**src/rtl/and_result_packer.sv**
```systemverilog
// Packs serially sampled DUV output bits (LSB first) into WIDTH-bit words.
// Words queue in a first-word-fall-through FIFO with valid/ready drain and drop accounting.
module and_result_packer #(
  parameter int WIDTH = 8,
  parameter int DEPTH = 4
) (
  input  logic                         clk,
  input  logic                         rst,
  input  logic                         y_in,
  input  logic                         y_valid,
  input  logic                         flush,
  output logic [WIDTH-1:0]             out_data,
  output logic [$clog2(WIDTH+1)-1:0]   out_ones,
  output logic                         out_valid,
  input  logic                         out_ready,
  output logic [$clog2(DEPTH):0]       level,
  output logic                         overflow,
  output logic [7:0]                   drop_cnt
);

  localparam int BW = $clog2(WIDTH);
  localparam int PW = $clog2(DEPTH);
  localparam int CW = $clog2(WIDTH + 1);
  localparam int LW = PW + 1;

  logic [WIDTH-1:0] sh_q, sh_d, word_w;
  logic [BW-1:0]    bcnt_q, bcnt_d;
  logic             push, pop, full, accept, drop;

  logic [WIDTH-1:0] mem_q [DEPTH];
  logic [PW-1:0]    wr_ptr_q, rd_ptr_q;
  logic [LW-1:0]    level_q, level_d;
  logic             ovf_q, ovf_d;
  logic [7:0]       drop_q, drop_d;
  logic [CW-1:0]    ones_w;

  // The pushed word includes a bit sampled in the same cycle; flush and
  // natural completion collapse into the single push signal.
  always_comb begin
    word_w = sh_q;
    if (y_valid) word_w[bcnt_q] = y_in;
    push = (y_valid && (bcnt_q == BW'(WIDTH - 1))) ||
           (flush && ((bcnt_q != '0) || y_valid));
    sh_d   = word_w;
    bcnt_d = bcnt_q;
    if (push) begin
      sh_d   = '0;
      bcnt_d = '0;
    end else if (y_valid) begin
      bcnt_d = bcnt_q + 1'b1;
    end
  end

  always_comb begin
    out_valid = (level_q != '0);
    full      = (level_q == LW'(DEPTH));
    pop       = out_valid && out_ready;
    // A pop on the same edge frees the slot, so a push to a full FIFO survives.
    accept    = push && (!full || pop);
    drop      = push && full && !pop;
    level_d   = level_q;
    if (accept && !pop)      level_d = level_q + 1'b1;
    else if (!accept && pop) level_d = level_q - 1'b1;
    ovf_d  = ovf_q | drop;
    drop_d = (drop && (drop_q != 8'hFF)) ? drop_q + 8'd1 : drop_q;
  end

  always_comb begin
    out_data = out_valid ? mem_q[rd_ptr_q] : '0;
    ones_w   = '0;
    for (int i = 0; i < WIDTH; i++) ones_w = ones_w + CW'(out_data[i]);
  end

  always_ff @(posedge clk) begin
    if (rst) begin
      sh_q     <= '0;
      bcnt_q   <= '0;
      wr_ptr_q <= '0;
      rd_ptr_q <= '0;
      level_q  <= '0;
      ovf_q    <= 1'b0;
      drop_q   <= '0;
    end else begin
      sh_q    <= sh_d;
      bcnt_q  <= bcnt_d;
      level_q <= level_d;
      ovf_q   <= ovf_d;
      drop_q  <= drop_d;
      if (accept) wr_ptr_q <= wr_ptr_q + 1'b1;
      if (pop)    rd_ptr_q <= rd_ptr_q + 1'b1;
    end
  end

  always_ff @(posedge clk) begin
    if (!rst && accept) mem_q[wr_ptr_q] <= word_w;
  end

  assign out_ones = ones_w;
  assign level    = level_q;
  assign overflow = ovf_q;
  assign drop_cnt = drop_q;

endmodule
```
**config.mk**
```make
export PLATFORM = sky130hd
export DESIGN_NAME = and_result_packer
export DESIGN_NICKNAME = d
export VERILOG_FILES = /design/src/rtl/and_result_packer.sv
export SDC_FILE = /design/constraint.sdc
export NUM_CORES = 1
export LEC_CHECK = 0
export CORE_MARGIN = 1.5
export CORE_UTILIZATION = 50
export DETAILED_ROUTE_END_ITERATION = 12
export PLACE_DENSITY = 0.75
export SLEW_MARGIN = 30
export SYNTH_ARGS = -nofsm -noshare
export SYNTH_HDL_FRONTEND = slang
export SYNTH_SLANG_ARGS = --single-unit
export TNS_END_PERCENT = 50
```
**constraint.sdc**
```tcl
create_clock -name clk -period 4.3 [get_ports clk]
set_clock_uncertainty 0.2 [all_clocks]
set_input_delay 0.43 -clock clk [delete_from_list [all_inputs] [get_ports clk]]
set_output_delay 0.43 -clock clk [all_outputs]
set_load 0.01 [all_outputs]
```
==> results.yml <==
routing:
  routed_via_density: 5.165
  avgRoutedWirePerCell_um: 14.18
  ant_nets: 0
  routed_wl_mm: 4.978
  vias: 1813
  drc: 0
  drt_iter0_markers: 65
  dr.pass1.iters: 4
critical_path:
  cp-start-kind: "register"
  cp.required_ns: 3.67
  crit_arrival_ns: 3.84
  crit_type: "register to output port"
  worstPathMaxFanout: 4
  cp_slowest_cell: "fa_1"
  crit_path_end_kind: "output port"
  rr_startpoint: "bcnt_q[0]"
  cp_slowest_stage_delay_ns: 0.55
  worstPathCellList: "mux4_2 > and2_4 > fa_1 > inv_1 > fa_1 > fa_2 > inv_2 > ha_4 > inv_2 > fa_2 > inv_1 > buf_2"
logic_synthesis:
  async_reset_ff_share_pct: 0
  synthMostInstantiatedCell: "edfxtp_1"
  ys_seq_area_share_pct: 54.25
  ys_ff_latch: 61
  ys_warn_count: 0
  ys_types: 35
  ys_top_cells_by_count: "edfxtp_1 (32), dfxtp_1 (29), inv_1 (19)"
  syn_area_sq_um: 2841
  syn_inst: 235
  ys_top_cells_by_area: "edfxtp_1 (34%), dfxtp_1 (20%), ha_1 (5.3%)"
  synth_fp_nets: 258
  synth_top_area_share_pct: 33.82
  yosysTopAreaCell: "edfxtp_1"
  synth_ff_type: "edfxtp_1"
  syn_area_per_cell_sq_um: 12.09
  synth_edf_count: 32
floorplanning:
  core.rowCount: 27
  die-area_sq_um: 6144
  initial_core_util_pct: 51.60
  ios: 31
  die_h_um: 78.39
  coreArea_sq_um: 5507
  dieWidth_um: 78.39
timing:
  final_min_period_over_clock_period_pct: 104.0
  hold_viol: 0
  slew_violations: 0
  rsz0062_at_grt: "true"
  worst_hold_slack_ns: 0.2531
  max_freq_mhz: 223.6
  tightest_slew_ns: 0.7998
  min_period_ns: 4.472
  relSlewSlack_pct: 46.57
  timing.final.ws_setup_ns: -0.1722
  setup_viol: 2
global_routing:
  grt_pass1_wl_mm: 8.286
  grt-ovfl-total: 0
  track_usage_pct: 17.92
  antenna_found_initial: 0
  grt_pass1_vias: 1752
  grt_max_degree: 22
power_and_ir_drop:
  irDropWorstVdd_mv: 0.5262
  power.density_nw_per_um2: 620.1
  p_leak_nw: 1.283
place:
  io_buffer_count: 30
  globalplace.congestion: 0.8155
  placed_area_sq_um: 3247
  hpwl_mm: 3.632
outcome:
  status: "finished, violations left"
  violations: "setup timing"
final_layout:
  antennaDiodeCount: 0
  design_area_sq_um: 3486
  areaGrowthSynthToFinish_pct: 22.68
  layout-drive-gt1-share_pct: 20.07
  fin_nets: 297
clock_tree:
  clock_latency_ns: 0.32
  h-tree-depth: 3
  cts_tree: "yes"
  clkTransAtPathRegs_ns: 0.06
  cts_sinks: 61
  clk_path_buf_depth: 2
  cts_buffers: 9
  root_buffer: "clkbuf_8"
min_path:
  worstHoldStart: "overflow"
  min_path_type: "register to register"
job:
  maxCapViolations: 0
## routing by layer
metal	vias to the layer above	global-route usage [%]	share of wire (%)
met2	41	30.52	49
met3	4	5.349	4.3
met1	860	22.00	46
met5	-	0	0
met4	0	5.357	0.88
li1	908	-	-
## what timing repair did
| action | CTS | global route |
|---|---|---|
| hold buffers | 0 | 0 |
| gates resized for setup | 23 | 2 |
| setup endpoints to repair | 4 | 4 |
| buffers inserted | 0 | 1 |
| pin swaps | 4 | 3 |
## path summary, 6_finish.rpt
| check | cells after the start | end | slack, ns |
|---|---|---|---|
| worst max register to register | 10 | level[2] | 1.27 |
| worst min register to register | 2 | overflow | 0.25 |
| worst max-delay path | 12 | out_ones[1] | -0.17 |
| worst min-delay path | 2 | overflow | 0.25 |
## power by group
group | total (W) | internal, W | switching [W] | leakage [nW]
Sequential | 0.000677 | 0.000650 | 0.0000273 | 0.531
Clock | 0.000538 | 0.000325 | 0.000213 | 0.0985
Combinational | 0.000947 | 0.000487 | 0.000459 | 0.654
## registers in the layout, indices dropped and copies added (netlist names), named ones only
register	cells
bcnt_q	3
drop_cnt	8
level	3
mem_q	32
overflow	1
rd_ptr_q	2
sh_q	8
wr_ptr_q	2
## cell families after synthesis
| logic type | Yosys count | share of synthesized area [%] |
|---|---|---|
| adder cells (fa/ha/maj) | 17 | 8.807 |
| flip-flops | 61 | 54.25 |
| XOR/XNOR | 7 | 2.158 |
| buffers and inverters | 30 | 4.095 |
| multiplexers | 26 | 11.49 |
| AO/OA/AOI/OAI | 21 | 4.624 |
| AND/OR/NAND/NOR | 73 | 14.58 |
## critical path: cells and delay by family, from the launching register on
kind	cells	cell delay (ns)
adder cells (fa/ha/maj)	5	2.16
multiplexers	1	0.49
flip-flops	1	0.37
buffers and inverters	5	0.32
AND/OR/NAND/NOR	1	0.18
## cell usage in the layout, fill, tap and decap left out, types with 2 or more instances in the layout
| master | n |
|---|---|
| inv_2 | 2 |
| or3_1 | 7 |
| mux2_2 | 13 |
| dfxtp_1 | 28 |
| buf_4 | 9 |
| or4_1 | 3 |
| and2_1 | 5 |
| nor2_1 | 13 |
| fa_1 | 3 |
| nor4_1 | 3 |
| bufinv_16 | 2 |
| inv_1 | 17 |
| and2_4 | 3 |
| nor3_1 | 6 |
| nand2_1 | 8 |
| nor2b_1 | 10 |
| o211ai_1 | 4 |
| fa_2 | 2 |
| buf_2 | 3 |
| nand4_1 | 2 |
| o31ai_1 | 4 |
| o21ai_0 | 2 |
| xor2_1 | 4 |
| clkinvlp_4 | 3 |
| a21oi_1 | 8 |
| edfxtp_1 | 32 |
| nand3_1 | 6 |
| nand2b_1 | 3 |
| ha_1 | 11 |
| clkbuf_8 | 9 |
| clkdlybuf4s50_1 | 26 |
| mux4_2 | 4 |
| xnor2_1 | 3 |
| mux2i_1 | 9 |
## per-stage QoR
step                      setup TNS, ns  cells  worst slack [ns]  total power (W)  utilization (%)
after floorplan                       0    235           0.03058         0.001199                -
after global placement          -0.4562    334           -0.2369         0.001565            58.96
after detailed placement        -0.7003    334           -0.3714         0.001615            58.96
after CTS                       -0.4858    350           -0.2636         0.002163            63.05
after global routing            -0.5743    351           -0.2593         0.002301            63.30
final                           -0.3186    351           -0.1722         0.002162            63.30
## final cells by class
type	instances	area [sq um]
Sequential cell	61	1545
Fill cell	412	2021
Timing Repair Buffer	39	351.6
Multi-Input combinational cell	144	1212
Clock buffer	10	127.6
Tap cell	72	90.09
Inverter	19	71.32
Clock inverter	6	87.58
No activity file was read; power rests on OpenSTA's default activity.
